## src/rtl/vx_perf_memsys_csr_pkg.sv

```systemverilog
// Shared GPU definitions: memory-system counter indices and CSR address map.
// Used by the CSR unit and the memsys counter read endpoint.
package VX_gpu_pkg;

  localparam int PERF_CTR_BITS   = 44;
  localparam int NUM_MEMSYS_CTRS = 14;

  localparam logic [11:0] MEMSYS_LO_BASE = 12'hB03;
  localparam logic [11:0] MEMSYS_HI_BASE = 12'hB83;

  typedef enum logic [3:0] {
    MS_ICACHE_READS,
    MS_ICACHE_READ_MISSES,
    MS_DCACHE_READS,
    MS_DCACHE_WRITES,
    MS_DCACHE_READ_MISSES,
    MS_DCACHE_WRITE_MISSES,
    MS_DCACHE_BANK_STALLS,
    MS_DCACHE_MSHR_STALLS,
    MS_SMEM_READS,
    MS_SMEM_WRITES,
    MS_SMEM_BANK_STALLS,
    MS_MEM_READS,
    MS_MEM_WRITES,
    MS_MEM_LATENCY
  } memsys_ctr_e;

  function automatic logic [31:0] ctr_hi(input logic [63:0] c);
    return c[63:32];
  endfunction

endpackage

```

## src/rtl/vx_perf_memsys_csr_if.sv

```systemverilog
// Memory-system performance counter bundle.
// Producers drive the master side, readers use the slave side.
interface VX_perf_memsys_if
  import VX_gpu_pkg::*;
#(
  parameter int CTR_BITS = PERF_CTR_BITS
);

  logic [CTR_BITS-1:0] icache_reads;
  logic [CTR_BITS-1:0] icache_read_misses;
  logic [CTR_BITS-1:0] dcache_reads;
  logic [CTR_BITS-1:0] dcache_writes;
  logic [CTR_BITS-1:0] dcache_read_misses;
  logic [CTR_BITS-1:0] dcache_write_misses;
  logic [CTR_BITS-1:0] dcache_bank_stalls;
  logic [CTR_BITS-1:0] dcache_mshr_stalls;
  logic [CTR_BITS-1:0] smem_reads;
  logic [CTR_BITS-1:0] smem_writes;
  logic [CTR_BITS-1:0] smem_bank_stalls;
  logic [CTR_BITS-1:0] mem_reads;
  logic [CTR_BITS-1:0] mem_writes;
  logic [CTR_BITS-1:0] mem_latency;

  modport master (
    output icache_reads, icache_read_misses,
    output dcache_reads, dcache_writes,
    output dcache_read_misses, dcache_write_misses,
    output dcache_bank_stalls, dcache_mshr_stalls,
    output smem_reads, smem_writes, smem_bank_stalls,
    output mem_reads, mem_writes, mem_latency
  );

  modport slave (
    input icache_reads, icache_read_misses,
    input dcache_reads, dcache_writes,
    input dcache_read_misses, dcache_write_misses,
    input dcache_bank_stalls, dcache_mshr_stalls,
    input smem_reads, smem_writes, smem_bank_stalls,
    input mem_reads, mem_writes, mem_latency
  );

endinterface

```

## src/rtl/vx_perf_memsys_csr_buf.sv

```systemverilog
// Single-entry elastic output stage; accepts a new beat
// in the same cycle the held one drains.
module VX_pipe_buffer #(
  parameter int DATAW = 33
) (
  input  logic             clk,
  input  logic             reset,
  input  logic             valid_in,
  output logic             ready_in,
  input  logic [DATAW-1:0] data_in,
  output logic             valid_out,
  input  logic             ready_out,
  output logic [DATAW-1:0] data_out
);

  logic accept;

  assign ready_in = !valid_out || ready_out;
  assign accept   = valid_in && ready_in;

  always_ff @(posedge clk or posedge reset) begin
    if (reset) begin
      valid_out <= 1'b0;
      data_out  <= '0;
    end else if (accept) begin
      valid_out <= 1'b1;
      data_out  <= data_in;
    end else if (ready_out) begin
      valid_out <= 1'b0;
    end
  end

endmodule

```

## src/rtl/vx_perf_memsys_csr.sv

```systemverilog
// Memsys perf counter CSR read endpoint with high-word snapshot
// so a low-then-high read pair sees one coherent counter value.
module vx_perf_memsys_csr
  import VX_gpu_pkg::*;
#(
  parameter int CTR_BITS   = PERF_CTR_BITS,
  parameter int ADDR_WIDTH = 12,
  parameter logic [ADDR_WIDTH-1:0] LO_BASE =
    ADDR_WIDTH'(MEMSYS_LO_BASE),
  parameter logic [ADDR_WIDTH-1:0] HI_BASE =
    ADDR_WIDTH'(MEMSYS_HI_BASE)
) (
  input  logic                  clk,
  input  logic                  reset,
  VX_perf_memsys_if.slave       perf_memsys_if,
  input  logic                  req_valid,
  input  logic [ADDR_WIDTH-1:0] req_addr,
  output logic                  req_ready,
  output logic                  rsp_valid,
  output logic [31:0]           rsp_data,
  output logic                  rsp_err,
  input  logic                  rsp_ready
);

  logic [CTR_BITS-1:0] ctr [16];
  logic [31:0] lo_word [16];
  logic [31:0] hi_word [16];

  assign ctr[MS_ICACHE_READS]        = perf_memsys_if.icache_reads;
  assign ctr[MS_ICACHE_READ_MISSES]  = perf_memsys_if.icache_read_misses;
  assign ctr[MS_DCACHE_READS]        = perf_memsys_if.dcache_reads;
  assign ctr[MS_DCACHE_WRITES]       = perf_memsys_if.dcache_writes;
  assign ctr[MS_DCACHE_READ_MISSES]  = perf_memsys_if.dcache_read_misses;
  assign ctr[MS_DCACHE_WRITE_MISSES] = perf_memsys_if.dcache_write_misses;
  assign ctr[MS_DCACHE_BANK_STALLS]  = perf_memsys_if.dcache_bank_stalls;
  assign ctr[MS_DCACHE_MSHR_STALLS]  = perf_memsys_if.dcache_mshr_stalls;
  assign ctr[MS_SMEM_READS]          = perf_memsys_if.smem_reads;
  assign ctr[MS_SMEM_WRITES]         = perf_memsys_if.smem_writes;
  assign ctr[MS_SMEM_BANK_STALLS]    = perf_memsys_if.smem_bank_stalls;
  assign ctr[MS_MEM_READS]           = perf_memsys_if.mem_reads;
  assign ctr[MS_MEM_WRITES]          = perf_memsys_if.mem_writes;
  assign ctr[MS_MEM_LATENCY]         = perf_memsys_if.mem_latency;
  // pad to a power of two so a 4-bit index never leaves the array
  assign ctr[14] = '0;
  assign ctr[15] = '0;

  always_comb begin
    for (int i = 0; i < 16; i++) begin
      lo_word[i] = ctr[i][31:0];
      hi_word[i] = ctr_hi(64'(ctr[i]));
    end
  end

  logic [ADDR_WIDTH-1:0] lo_off, hi_off;
  logic [3:0]  lo_idx, hi_idx;
  logic        lo_sel, hi_sel;
  logic [31:0] shadow_hi;
  logic [3:0]  shadow_idx;
  logic        shadow_vld;
  logic        hi_match;
  logic        accept;
  logic [31:0] rd_data;
  logic        rd_err;

  assign lo_off = req_addr - LO_BASE;
  assign hi_off = req_addr - HI_BASE;
  assign lo_idx = lo_off[3:0];
  assign hi_idx = hi_off[3:0];
  assign lo_sel = lo_off < ADDR_WIDTH'(NUM_MEMSYS_CTRS);
  assign hi_sel = !lo_sel &&
                  (hi_off < ADDR_WIDTH'(NUM_MEMSYS_CTRS));

  assign hi_match = shadow_vld && (shadow_idx == hi_idx);
  assign accept   = req_valid && req_ready;

  always_comb begin
    rd_data = '0;
    rd_err  = 1'b0;
    unique case (1'b1)
      lo_sel:  rd_data = lo_word[lo_idx];
      hi_sel:  rd_data = hi_match ? shadow_hi
                                  : hi_word[hi_idx];
      default: rd_err = 1'b1;
    endcase
  end

  always_ff @(posedge clk or posedge reset) begin
    if (reset) begin
      shadow_hi  <= '0;
      shadow_idx <= '0;
      shadow_vld <= 1'b0;
    end else if (accept && lo_sel) begin
      shadow_hi  <= hi_word[lo_idx];
      shadow_idx <= lo_idx;
      shadow_vld <= 1'b1;
    end else if (accept && hi_sel && hi_match) begin
      shadow_vld <= 1'b0;
    end
  end

  VX_pipe_buffer #(
    .DATAW (33)
  ) rsp_buf (
    .clk       (clk),
    .reset     (reset),
    .valid_in  (req_valid),
    .ready_in  (req_ready),
    .data_in   ({rd_err, rd_data}),
    .valid_out (rsp_valid),
    .ready_out (rsp_ready),
    .data_out  ({rsp_err, rsp_data})
  );

endmodule

```

## src/flat_wrapper.sv

```systemverilog
// flat-port wrapper written by rule: the top's interface ports become plain ports
module vx_perf_memsys_csr_flat import VX_gpu_pkg::*;
#(
  parameter int CTR_BITS   = PERF_CTR_BITS,
  parameter int ADDR_WIDTH = 12,
  parameter logic [ADDR_WIDTH-1:0] LO_BASE =
    ADDR_WIDTH'(MEMSYS_LO_BASE),
  parameter logic [ADDR_WIDTH-1:0] HI_BASE =
    ADDR_WIDTH'(MEMSYS_HI_BASE)
)
  (clk, reset, req_valid, req_addr, req_ready, rsp_valid, rsp_data, rsp_err, rsp_ready, perf_memsys_if_icache_reads, perf_memsys_if_icache_read_misses, perf_memsys_if_dcache_reads, perf_memsys_if_dcache_writes, perf_memsys_if_dcache_read_misses, perf_memsys_if_dcache_write_misses, perf_memsys_if_dcache_bank_stalls, perf_memsys_if_dcache_mshr_stalls, perf_memsys_if_smem_reads, perf_memsys_if_smem_writes, perf_memsys_if_smem_bank_stalls, perf_memsys_if_mem_reads, perf_memsys_if_mem_writes, perf_memsys_if_mem_latency);
  VX_perf_memsys_if #(.CTR_BITS(CTR_BITS)) perf_memsys_if_i ();
  input  logic clk;
  input  logic reset;
  input  logic req_valid;
  input  logic [ADDR_WIDTH-1:0] req_addr;
  output logic req_ready;
  output logic rsp_valid;
  output logic [31:0] rsp_data;
  output logic rsp_err;
  input  logic rsp_ready;
  input wire logic [$bits(perf_memsys_if_i.icache_reads)-1:0] perf_memsys_if_icache_reads;
  input wire logic [$bits(perf_memsys_if_i.icache_read_misses)-1:0] perf_memsys_if_icache_read_misses;
  input wire logic [$bits(perf_memsys_if_i.dcache_reads)-1:0] perf_memsys_if_dcache_reads;
  input wire logic [$bits(perf_memsys_if_i.dcache_writes)-1:0] perf_memsys_if_dcache_writes;
  input wire logic [$bits(perf_memsys_if_i.dcache_read_misses)-1:0] perf_memsys_if_dcache_read_misses;
  input wire logic [$bits(perf_memsys_if_i.dcache_write_misses)-1:0] perf_memsys_if_dcache_write_misses;
  input wire logic [$bits(perf_memsys_if_i.dcache_bank_stalls)-1:0] perf_memsys_if_dcache_bank_stalls;
  input wire logic [$bits(perf_memsys_if_i.dcache_mshr_stalls)-1:0] perf_memsys_if_dcache_mshr_stalls;
  input wire logic [$bits(perf_memsys_if_i.smem_reads)-1:0] perf_memsys_if_smem_reads;
  input wire logic [$bits(perf_memsys_if_i.smem_writes)-1:0] perf_memsys_if_smem_writes;
  input wire logic [$bits(perf_memsys_if_i.smem_bank_stalls)-1:0] perf_memsys_if_smem_bank_stalls;
  input wire logic [$bits(perf_memsys_if_i.mem_reads)-1:0] perf_memsys_if_mem_reads;
  input wire logic [$bits(perf_memsys_if_i.mem_writes)-1:0] perf_memsys_if_mem_writes;
  input wire logic [$bits(perf_memsys_if_i.mem_latency)-1:0] perf_memsys_if_mem_latency;
  assign perf_memsys_if_i.icache_reads = perf_memsys_if_icache_reads;
  assign perf_memsys_if_i.icache_read_misses = perf_memsys_if_icache_read_misses;
  assign perf_memsys_if_i.dcache_reads = perf_memsys_if_dcache_reads;
  assign perf_memsys_if_i.dcache_writes = perf_memsys_if_dcache_writes;
  assign perf_memsys_if_i.dcache_read_misses = perf_memsys_if_dcache_read_misses;
  assign perf_memsys_if_i.dcache_write_misses = perf_memsys_if_dcache_write_misses;
  assign perf_memsys_if_i.dcache_bank_stalls = perf_memsys_if_dcache_bank_stalls;
  assign perf_memsys_if_i.dcache_mshr_stalls = perf_memsys_if_dcache_mshr_stalls;
  assign perf_memsys_if_i.smem_reads = perf_memsys_if_smem_reads;
  assign perf_memsys_if_i.smem_writes = perf_memsys_if_smem_writes;
  assign perf_memsys_if_i.smem_bank_stalls = perf_memsys_if_smem_bank_stalls;
  assign perf_memsys_if_i.mem_reads = perf_memsys_if_mem_reads;
  assign perf_memsys_if_i.mem_writes = perf_memsys_if_mem_writes;
  assign perf_memsys_if_i.mem_latency = perf_memsys_if_mem_latency;
  vx_perf_memsys_csr #(.CTR_BITS(CTR_BITS), .ADDR_WIDTH(ADDR_WIDTH), .LO_BASE(LO_BASE), .HI_BASE(HI_BASE)) u_core (.clk(clk), .reset(reset), .perf_memsys_if(perf_memsys_if_i), .req_valid(req_valid), .req_addr(req_addr), .req_ready(req_ready), .rsp_valid(rsp_valid), .rsp_data(rsp_data), .rsp_err(rsp_err), .rsp_ready(rsp_ready));
endmodule
```

## config.mk

```make
export PLATFORM = sky130hd
export DESIGN_NAME = vx_perf_memsys_csr_flat
export DESIGN_NICKNAME = d
export VERILOG_FILES = /design/src/rtl/vx_perf_memsys_csr_pkg.sv /design/src/rtl/vx_perf_memsys_csr_if.sv /design/src/rtl/vx_perf_memsys_csr_buf.sv /design/src/rtl/vx_perf_memsys_csr.sv /design/src/flat_wrapper.sv
export SDC_FILE = /design/constraint.sdc
export NUM_CORES = 1
export LEC_CHECK = 0
export BUFFER_PORTS_ARGS = -buffer_cell sky130_fd_sc_hd__buf_2
export CAP_MARGIN = 10
export CELL_PAD_IN_SITES_DETAIL_PLACEMENT = 1
export CELL_PAD_IN_SITES_GLOBAL_PLACEMENT = 2
export CORE_AREA = 4 4 259 261
export CTS_BUF_LIST = sky130_fd_sc_hd__clkbuf_16
export DETAILED_ROUTE_END_ITERATION = 8
export DIE_AREA = 0 0 263 265
export PLACE_DENSITY_LB_ADDON = 0.1
export SLEW_MARGIN = 25
export SYNTH_ARGS = -nofsm -noshare
export SYNTH_HDL_FRONTEND = slang
export SYNTH_SLANG_ARGS = --single-unit
export TNS_END_PERCENT = 30
```

## constraint.sdc

```tcl
create_clock -name clk -period 1.91 [get_ports clk]
set_input_delay 0.2865 -clock clk [delete_from_list [all_inputs] [get_ports clk]]
set_output_delay 0.2865 -clock clk [all_outputs]
set_load 0.005 [all_outputs]
```

==> flow_summary.json, run 1 <==
{
  "outcome": "finished with violations",
  "violations": "setup timing",
  "syn_nets": 1276,
  "clkPwrFrac": 0.177,
  "synth-seq-cells": 51,
  "io_buffers": 666,
  "syn_to_final_growth_pct": 85.4,
  "crit_path_end": "u_core.rsp_buf.data_out[2]$_DFFE_PP0P_",
  "max-cap-violations": 0,
  "grt_first_pass_wirelength_um": 83000,
  "cts_root_buffer": "clkbuf_16",
  "netlist_area_um2": 7450,
  "crit_path_start_kind": "input pin",
  "synthCells": 643,
  "avgRoutedWirePerCell_um": 27.0,
  "synth-edff-count": 0,
  "final_cell_mix": "664 x buf_2, 152 x mux4_2, 91 x buf_4",
  "clk_latency_ns": 0.32,
  "clock.fmax_mhz": 466,
  "dr.first_iter.drc_count": 349,
  "ys_warn_count": 0,
  "clockBufferDepth": 2,
  "gp_congestion": 0.813,
  "clk_pin_slew_ns": 0.08,
  "final_layout_size_suffix_gt1_frac": 0.751,
  "wl_um": 60900,
  "finalInstanceArea_um2": 13800,
  "cts_tree": "built",
  "gr-usage-all-layers": 0.166,
  "slew_viol_final": 0,
  "dpl.hpwl_um": 53300,
  "cp-end-kind": "flop",
  "internal-power_mw": 3.59,
  "setup_violations": 48,
  "required_ns": 2.12,
  "timing.final.ws_setup_ns": -0.238,
  "critPathSlowestCell": "or4bb_4",
  "grt_overflow": 0,
  "finalCritPeriodShare": 1.12,
  "critical_path.top_delay_family": "compound AO/OA/AOI/OAI gates",
  "sequentialPowerShare": 0.206,
  "synth_area_per_cell_um2": 11.6,
  "rows": 93,
  "core_um2": 64500,
  "path_cells": "buf_8 > buf_6 > ha_4 > buf_4 > or4bb_4 > a21oi_4 > buf_8 > buf_4 > o21ai_0 > o211ai_1 > o221ai_2 > o31ai_1",
  "vdd_drop_max_v": 0.000308,
  "min_period_ns": 2.15,
  "max_slew.worst_pin.slew_ns": 0.595,
  "tns_ns": -7.28,
  "drc_errors": 0,
  "nFillCells": 7568,
  "max_slew_margin": 0.603,
  "timing.rr.start": "u_core.rsp_buf.valid_out$_DFFE_PP0P_",
  "slowest_delay_ns": 0.53,
  "cts_sinks": 51,
  "grt_max_degree": 58,
  "synth.distinct_cells": 52,
  "dieArea_um2": 69700,
  "finalNetCount": 2020,
  "ys_async_sr_fraction": 1.00,
  "first_global_vias": 10400,
  "p_leak_nw": 6.49,
  "power_frac_comb": 0.617,
  "viasPerCell": 4.10,
  "reg2reg_depth": 6,
  "critical_path_arrival_ns": 2.36,
  "hold_buffers": 0,
  "crit_cells": 12,
  "cts_max_level": 2,
  "clock_skew_ns": 0.0190,
  "cellPowerDensity_nw_per_um2": 413,
  "dpl.cell_count": 2206,
  "dpl_cell_area_um2": 12800,
  "final_common_cell": "buf_2",
  "holdWs_ns": 0.00783,
  "hold_viol": 0,
  "startpoint": "req_addr[0]",
  "die_h_um": 265,
  "ant_nets": 0,
  "reg2reg_slack_ns": 0.19,
  "die_x_um": 263,
  "antenna_found_initial": 38,
  "p_total_mw": 5.71,
  "dr_total_vias": 9246,
  "hp-class": "input pin to async pin",
  "crit_fanout": 8,
  "start_util": 0.116,
  "cts_buffers": 5,
  "power.switching_mw": 2.12,
  "synth-main-ff-cell": "dfrtp_1",
  "drt_pass1_iterations": 4,
  "timing.rr.end": "u_core.rsp_buf.data_out[0]$_DFFE_PP0P_",
  "io_pins": 667,
  "worst-setup-path-type": "input pin to flop",
  "instances_no_fill": 2257,
  "path_buf_inv": 5,
  "rsz0062_at_grt": "yes",
  "ys_seq_area_frac": 0.171,
  "switching_share": 0.371
}
metrics by stage:
| step | setup WS (ns) | utilization |
|---|---|---|
| 2_1_floorplan | -0.535 | - |
| 5_1_grt | -0.332 | 0.214 |
| 3_3_place_gp | -0.794 | 0.198 |
| 6_report | -0.238 | 0.214 |
| 3_5_place_dp | -0.786 | 0.198 |
| 4_1_cts | -0.246 | 0.212 |
cell usage after synthesis, drive strengths merged (3+ instances only):
cell    number  area [µm²]
a211oi       3        22.5
dfrtp       51        1280
a311oi       3        26.3
o221ai      19         166
nor2        38         143
mux4       152        3420
o21ai       36         180
mux2i       57         571
nand4        4        25.0
nand2       71         274
inv          3        11.3
nand3       32         160
o211ai      17         128
xnor2        7        61.3
buf         32         161
nor3         5        25.0
o31ai        7        52.6
a21oi       17        85.1
xor2         3        33.8
clkbuf      41         154
mux2        15         199
metal layers:
| layer | part of all wire | track usage |
|---|---|---|
| met1 | 0.36 | 0.178 |
| met3 | 0.072 | 0.0462 |
| met5 | 0.0023 | 0 |
| met2 | 0.56 | 0.333 |
| met4 | 0.0090 | 0.0133 |
final cells by class:
cell class,count,area (µm²),area share
tap,855,1070,0.0775
clock inverter,3,26.3,0.00190
sequential,51,1280,0.0924
antenna,14,35.0,0.00254
timing repair buffer,810,5040,0.365
multi-input combinational,516,6220,0.451
inverter,3,12.5,0.000906
clock buffer,5,125,0.00906
logic make-up (layout without fill, tap and decap cells):
| family | after synthesis | count (layout) | synth area share |
|---|---|---|---|
| and+or+nand+nor | 165 | 165 | 0.101 |
| other | 0 | 14 | 0 |
| adders and majority gates | 1 | 1 | 0.00168 |
| muxes | 224 | 224 | 0.563 |
| buffers and inverters | 76 | 821 | 0.0439 |
| AOI/OAI and AO/OA | 116 | 116 | 0.106 |
| DFF | 51 | 51 | 0.171 |
| xor gates and xnor gates | 10 | 10 | 0.0128 |
registers in the layout, indices dropped and copies added (netlist names):
signal	cells
u_core.rsp_buf.valid_out	1
u_core.shadow_vld	1
u_core.shadow_idx	4
u_core.rsp_buf.data_out	33
u_core.shadow_hi	12
how the worst min path moves through the flow:
stage	endpoint	cells after the start
floorplan	u_core.rsp_buf.valid_out$_DFFE_PP0P_	1
global placement	u_core.rsp_buf.data_out[12]$_DFFE_PP0P_	2
detailed placement	u_core.rsp_buf.data_out[12]$_DFFE_PP0P_	2
CTS	u_core.rsp_buf.data_out[12]$_DFFE_PP0P_	2
global route	u_core.rsp_buf.data_out[12]$_DFFE_PP0P_	2
finish	u_core.rsp_buf.data_out[12]$_DFFE_PP0P_	2
worst reg2reg max path: stages (launching register included):
cell	delay [ns]
dfrtp_1	0.41
nand2b_1	0.11
and2_2	0.29
buf_12	0.23
o211ai_1	0.23
o221ai_2	0.22
o31ai_1	0.10
power by group through the flow:
stage	clock, mW	combinational, mW	sequential, mW
final	1.01	3.52	1.17
after global routing	1.10	3.81	1.18
after CTS	1.07	3.60	1.18
after detailed placement	0	3.27	1.19
after global placement	0	3.26	1.19
after floorplan	0	1.49	1.19
timing repair:
item / CTS / global route
pin swaps: 23 / 19
cloned: 8 / 0
buffers inserted: 17 / 6
hold endpoints to repair: 0 / 0
gates resized for setup: 70 / 26
endpoints found under the setup margin: 50 / 50
Note: power is estimated with default switching activity, not from simulation.
==> inputs of run 2 (changes only) <==
--- a/config.mk
+++ b/config.mk
@@ -9,10 +9,10 @@
 export CAP_MARGIN = 10
 export CELL_PAD_IN_SITES_DETAIL_PLACEMENT = 1
 export CELL_PAD_IN_SITES_GLOBAL_PLACEMENT = 2
-export CORE_AREA = 4 4 259 261
+export CORE_AREA = 4 4 256 258
 export CTS_BUF_LIST = sky130_fd_sc_hd__clkbuf_16
 export DETAILED_ROUTE_END_ITERATION = 8
-export DIE_AREA = 0 0 263 265
+export DIE_AREA = 0 0 260 262
 export PLACE_DENSITY_LB_ADDON = 0.1
 export SLEW_MARGIN = 25
 export SYNTH_ARGS = -nofsm -noshare
==> constraint.sdc (replaced) <==
create_clock -name clk -period 1.86 [get_ports clk]
set_input_delay 0.279 -clock clk [delete_from_list [all_inputs] [get_ports clk]]
set_output_delay 0.279 -clock clk [all_outputs]
set_load 0.01 [all_outputs]
==> flow_summary.json, run 2 (synthesis results as in run 1) <==
{
  "finalNetCount": 2015,
  "viasPerCell": 4.12,
  "cts_buffers": 5,
  "finalCritPeriodShare": 1.12,
  "sequentialPowerShare": 0.203,
  "clk_latency_ns": 0.32,
  "gp_congestion": 0.825,
  "drt_pass1_iterations": 5,
  "final_common_cell": "buf_2",
  "drc_errors": 0,
  "timing.final.ws_setup_ns": -0.230,
  "violations": "hold timing, setup timing",
  "dpl_cell_area_um2": 12700,
  "clock.fmax_mhz": 478,
  "hp-class": "input pin to async pin",
  "start_util": 0.118,
  "cellPowerDensity_nw_per_um2": 429,
  "wl_um": 60600,
  "first_global_vias": 10500,
  "min_period_ns": 2.09,
  "final_cell_mix": "664 x buf_2, 152 x mux4_2, 84 x buf_4",
  "avgRoutedWirePerCell_um": 27.0,
  "grt_first_pass_wirelength_um": 80800,
  "clk_pin_slew_ns": 0.08,
  "clockBufferDepth": 2,
  "power_frac_comb": 0.619,
  "seq_area_um2": 1280,
  "dpl.hpwl_um": 53500,
  "switching_share": 0.375,
  "ant_nets": 0,
  "power.switching_mw": 2.22,
  "setup_violations": 50,
  "cts_max_level": 2,
  "nFillCells": 7395,
  "cts_root_buffer": "clkbuf_16",
  "hold_viol": 4,
  "slew_viol_final": 0,
  "rsz0062_at_grt": "yes",
  "finalInstanceArea_um2": 13800,
  "outcome": "finished with violations",
  "p_leak_nw": 6.47,
  "vdd_drop_max_v": 0.000299,
  "antenna_found_initial": 46,
  "final_util": 0.220,
  "rows": 92,
  "cp-end-kind": "flop",
  "hold_buffers": 0,
  "grt_max_degree": 44,
  "core_um2": 63000,
  "clkPwrFrac": 0.178,
  "internal-power_mw": 3.71,
  "clock_skew_ns": 0.0111,
  "max-cap-violations": 0,
  "io_pins": 667,
  "largest_registers": "u_core.rsp_buf.data_out (33), u_core.shadow_hi (12), u_core.shadow_idx (4)",
  "tns_ns": -7.64,
  "dr.first_iter.drc_count": 330,
  "cts_sinks": 51,
  "largest_reg_flops": 33,
  "max_slew.worst_pin.slew_ns": 0.621,
  "die_x_um": 260,
  "grt_overflow": 0,
  "dieArea_um2": 68100,
  "crit_fanout": 6,
  "largest_register": "u_core.rsp_buf.data_out",
  "worst-setup-path-type": "input pin to flop",
  "critical_path_arrival_ns": 2.30,
  "multiInputGateArea_um2": 6330,
  "cts_tree": "built",
  "crit_path_start_kind": "input pin",
  "max_slew_margin": 0.574,
  "holdWs_ns": -0.00313,
  "required_ns": 2.07,
  "instances_no_fill": 2247,
  "die_h_um": 262,
  "gr-usage-all-layers": 0.169,
  "dpl.cell_count": 2191,
  "syn_to_final_growth_pct": 85.8,
  "final_layout_size_suffix_gt1_frac": 0.756,
  "dr_total_vias": 9264,
  "io_buffers": 666
}
-- run 2: through the flow --
stage          setup slack (ns)  power, mW
3_5_place_dp             -0.851       4.55
3_3_place_gp             -0.879       4.55
4_1_cts                  -0.237       6.03
5_1_grt                  -0.287       6.33
6_report                 -0.230       5.93
2_1_floorplan            -0.577       2.76
-- run 2: final timing paths --
| kind | from | cells after the start | endpoint | slack (ns) |
|---|---|---|---|---|
| min reg2reg | u_core.rsp_buf.data_out[20]$_DFFE_PP0P_ | 2 | u_core.rsp_buf.data_out[20]$_DFFE_PP0P_ | 0.48 |
| min in group clk | req_valid | 2 | u_core.rsp_buf.valid_out$_DFFE_PP0P_ | 0.20 |
| max in group asynchronous | reset | 3 | u_core.shadow_idx[1]$_DFFE_PP0P_ | 1.32 |
| max | req_addr[0] | 11 | u_core.rsp_buf.data_out[18]$_DFFE_PP0P_ | -0.23 |
| min | reset | 2 | u_core.rsp_buf.data_out[13]$_DFFE_PP0P_ | -0.003 |
| max reg2reg | u_core.rsp_buf.valid_out$_DFFE_PP0P_ | 6 | u_core.rsp_buf.data_out[5]$_DFFE_PP0P_ | 0.09 |
-- run 2: area by class of cell --
class | instances | area share
Multi-Input combinational cell | 516 | 0.457
Sequential cell | 51 | 0.0923
Timing Repair Buffer | 805 | 0.359
Clock inverter | 3 | 0.00190
Inverter | 3 | 0.000904
Clock buffer | 5 | 0.00904
Antenna cell | 18 | 0.00326
Tap cell | 846 | 0.0765
-- run 2: worst max-delay path, cell delays in order --
cell	delay, ns
buf_8	0.10
buf_6	0.12
ha_4	0.27
buf_12	0.15
buf_12	0.13
buf_12	0.12
buf_16	0.12
mux4_2	0.31
mux4_2	0.52
nand3_2	0.09
nand2_1	0.04
-- run 2: routing by layer --
layer  GRT usage  up-vias  wire [µm]
met5           0        -        148
met4      0.0205       26        697
met3      0.0539       69       5000
met2       0.339      395      34100
met1       0.174     4595      20700
li1            -     4179          -
-- run 2: repair_timing --
item,4_1_cts,5_1_grt
endpoints found under the hold margin,0,0
pin swaps,20,21
gates resized for setup,86,36
gates cloned,5,1
buffers inserted,21,7
endpoints found under the setup margin,50,50
-- run 2: power groups by stage --
stage / Sequential [mW] / Clock (mW) / Combinational (mW)
after floorplan: 1.23 / 0 / 1.53
after global placement: 1.23 / 0 / 3.32
after detailed placement: 1.23 / 0 / 3.32
after CTS: 1.21 / 1.12 / 3.71
after global routing: 1.21 / 1.15 / 3.97
final: 1.21 / 1.06 / 3.67
==> inputs of run 3 (changes only) <==
--- a/config.mk
+++ b/config.mk
@@ -5,14 +5,14 @@
 export SDC_FILE = /design/constraint.sdc
 export NUM_CORES = 1
 export LEC_CHECK = 0
-export BUFFER_PORTS_ARGS = -buffer_cell sky130_fd_sc_hd__buf_2
+export BUFFER_PORTS_ARGS = -buffer_cell sky130_fd_sc_hd__buf_4
 export CAP_MARGIN = 10
 export CELL_PAD_IN_SITES_DETAIL_PLACEMENT = 1
 export CELL_PAD_IN_SITES_GLOBAL_PLACEMENT = 2
-export CORE_AREA = 4 4 256 258
+export CORE_AREA = 4 4 260 262
 export CTS_BUF_LIST = sky130_fd_sc_hd__clkbuf_16
 export DETAILED_ROUTE_END_ITERATION = 8
-export DIE_AREA = 0 0 260 262
+export DIE_AREA = 0 0 264 266
 export PLACE_DENSITY_LB_ADDON = 0.1
 export SLEW_MARGIN = 25
 export SYNTH_ARGS = -nofsm -noshare
==> constraint.sdc (replaced) <==
create_clock -name clk -period 2.7 [get_ports clk]
set_input_delay 0.405 -clock clk [delete_from_list [all_inputs] [get_ports clk]]
set_output_delay 0.405 -clock clk [all_outputs]
set_load 0.01 [all_outputs]
==> flow_summary.json, run 3 (synthesis results as in run 1) <==
{
  "outcome": "completed",
  "max_slew.worst_pin.slew_ns": 0.666,
  "dpl.cell_count": 2158,
  "dr_total_vias": 8827,
  "max-cap-violations": 0,
  "slowest_delay_ns": 0.53,
  "grt_first_pass_wirelength_um": 82000,
  "seq_area_um2": 1280,
  "first_global_vias": 10400,
  "cts_resized": 0,
  "critical_path.top_delay_family": "simple AND/OR/NAND/NOR gates",
  "cts_max_level": 2,
  "io_pins": 667,
  "crit_path_end": "u_core.shadow_hi[1]$_DFFE_PP0P_",
  "cp-end-kind": "flop",
  "timing.rr.start": "u_core.rsp_buf.valid_out$_DFFE_PP0P_",
  "cts_tree": "built",
  "path_buf_inv": 1,
  "clock.fmax_mhz": 400,
  "startpoint": "req_addr[1]",
  "core_um2": 65400,
  "min_period_ns": 2.50,
  "finalCritPeriodShare": 0.926,
  "max_slew_margin": 0.556,
  "slew_viol_final": 0,
  "grt_max_degree": 59,
  "vdd_drop_max_v": 0.000200,
  "setup_violations": 0,
  "reg2reg_slack_ns": 0.66,
  "critPathSlowestCell": "or4_1",
  "post_cts_buffers": 0,
  "required_ns": 2.89,
  "clk_pin_slew_ns": 0.08,
  "final_common_cell": "buf_4",
  "dr.first_iter.drc_count": 299,
  "syn_to_final_growth_pct": 89.8,
  "clk_latency_ns": 0.31,
  "crit_fanout": 17,
  "ant_nets": 0,
  "hp-class": "input pin to async pin",
  "dp_slack_ns": -0.128,
  "gp_congestion": 0.827,
  "rows": 94,
  "nFillCells": 7618,
  "cts_sinks": 51,
  "dieArea_um2": 70200,
  "rsz0062_at_grt": "no",
  "antenna_found_initial": 20,
  "path_cells": "buf_4 > a211o_1 > or4_1 > a32o_1 > nor4_4 > nand2_4 > mux2_4",
  "clockBufferDepth": 2,
  "largest_reg_flops": 33,
  "largest_registers": "u_core.rsp_buf.data_out (33), u_core.shadow_hi (12), u_core.shadow_idx (4)",
  "clock_skew_ns": 0.00937,
  "critical_path_arrival_ns": 2.69,
  "p_leak_nw": 6.42,
  "hold_viol": 0,
  "start_util": 0.114,
  "die_x_um": 264,
  "cellPowerDensity_nw_per_um2": 278,
  "hold_buffers": 0,
  "die_h_um": 266,
  "final_layout_size_suffix_gt1_frac": 0.702,
  "grt_overflow": 0,
  "drt_pass1_iterations": 4,
  "io_buffers": 666,
  "wl_um": 60800,
  "multiInputGateArea_um2": 5940,
  "crit_cells": 7,
  "instances_no_fill": 2178,
  "crit_path_start_kind": "input pin",
  "cts_root_buffer": "clkbuf_16",
  "timing.rr.end": "u_core.rsp_buf.data_out[0]$_DFFE_PP0P_",
  "final_cell_mix": "707 x buf_4, 152 x mux4_2, 70 x nand2_1",
  "dpl.hpwl_um": 54300,
  "gr-usage-all-layers": 0.165,
  "finalNetCount": 1934,
  "largest_register": "u_core.rsp_buf.data_out",
  "reg2reg_depth": 6,
  "cts_buffers": 5,
  "timing.final.ws_setup_ns": 0.200,
  "viasPerCell": 4.05,
  "drc_errors": 0,
  "avgRoutedWirePerCell_um": 27.9,
  "worst-setup-path-type": "input pin to flop"
}
## run 3: per-layer routing
metal	up-vias	GRT usage	part of all wire
met5	-	0	0.0014
met4	16	0.0331	0.022
met3	56	0.0550	0.080
met2	400	0.324	0.56
met1	4362	0.169	0.34
li1	3993	-	-
## run 3: where the power goes
group          switching [mW]  internal (mW)
combinational            1.01           1.39
sequential             0.0356          0.802
clock                   0.338          0.349
total                    1.39           2.54
## run 3: how the worst min path moves through the flow
stage / end / depth (start not counted) / slack (ns) / start
detailed placement: u_core.rsp_buf.data_out[14]$_DFFE_PP0P_ / 2 / 0.47 / u_core.rsp_buf.data_out[14]$_DFFE_PP0P_
finish: u_core.rsp_buf.data_out[8]$_DFFE_PP0P_ / 2 / 0.17 / reset
CTS: u_core.rsp_buf.data_out[5]$_DFFE_PP0P_ / 2 / 0.20 / reset
global placement: u_core.rsp_buf.data_out[16]$_DFFE_PP0P_ / 2 / 0.47 / u_core.rsp_buf.data_out[16]$_DFFE_PP0P_
floorplan: u_core.shadow_hi[10]$_DFFE_PP0P_ / 1 / 0.48 / u_core.shadow_hi[10]$_DFFE_PP0P_
global route: u_core.rsp_buf.data_out[3]$_DFFE_PP0P_ / 2 / 0.21 / reset
## run 3: layout make-up
class / count / share of cell area
multi-input combinational: 516 / 0.420
timing repair buffer: 724 / 0.399
sequential: 51 / 0.0903
tap: 864 / 0.0765
clock buffer: 5 / 0.00885
antenna: 12 / 0.00212
clock inverter: 3 / 0.00177
inverter: 3 / 0.000885
## run 3: worst reg2reg max path, delay by kind of cell, from the launching register on
family                 cells  cell delay, ns
and+or+nand+nor            2            0.65
DFF                        1            0.42
buffers and inverters      1            0.33
AOI/OAI and AO/OA          3            0.53
## run 3: per-stage QoR
step	cell area [µm²]	setup TNS (ns)	hold slack, ns	power, mW	util
after floorplan	7450	0	0.479	1.90	-
after global placement	13900	-1.66	0.467	3.31	0.213
after detailed placement	13900	-1.94	0.468	3.33	0.213
after CTS	14100	0	0.201	4.05	0.216
after global routing	14100	0	0.213	4.19	0.216
final	14100	0	0.173	3.92	0.216
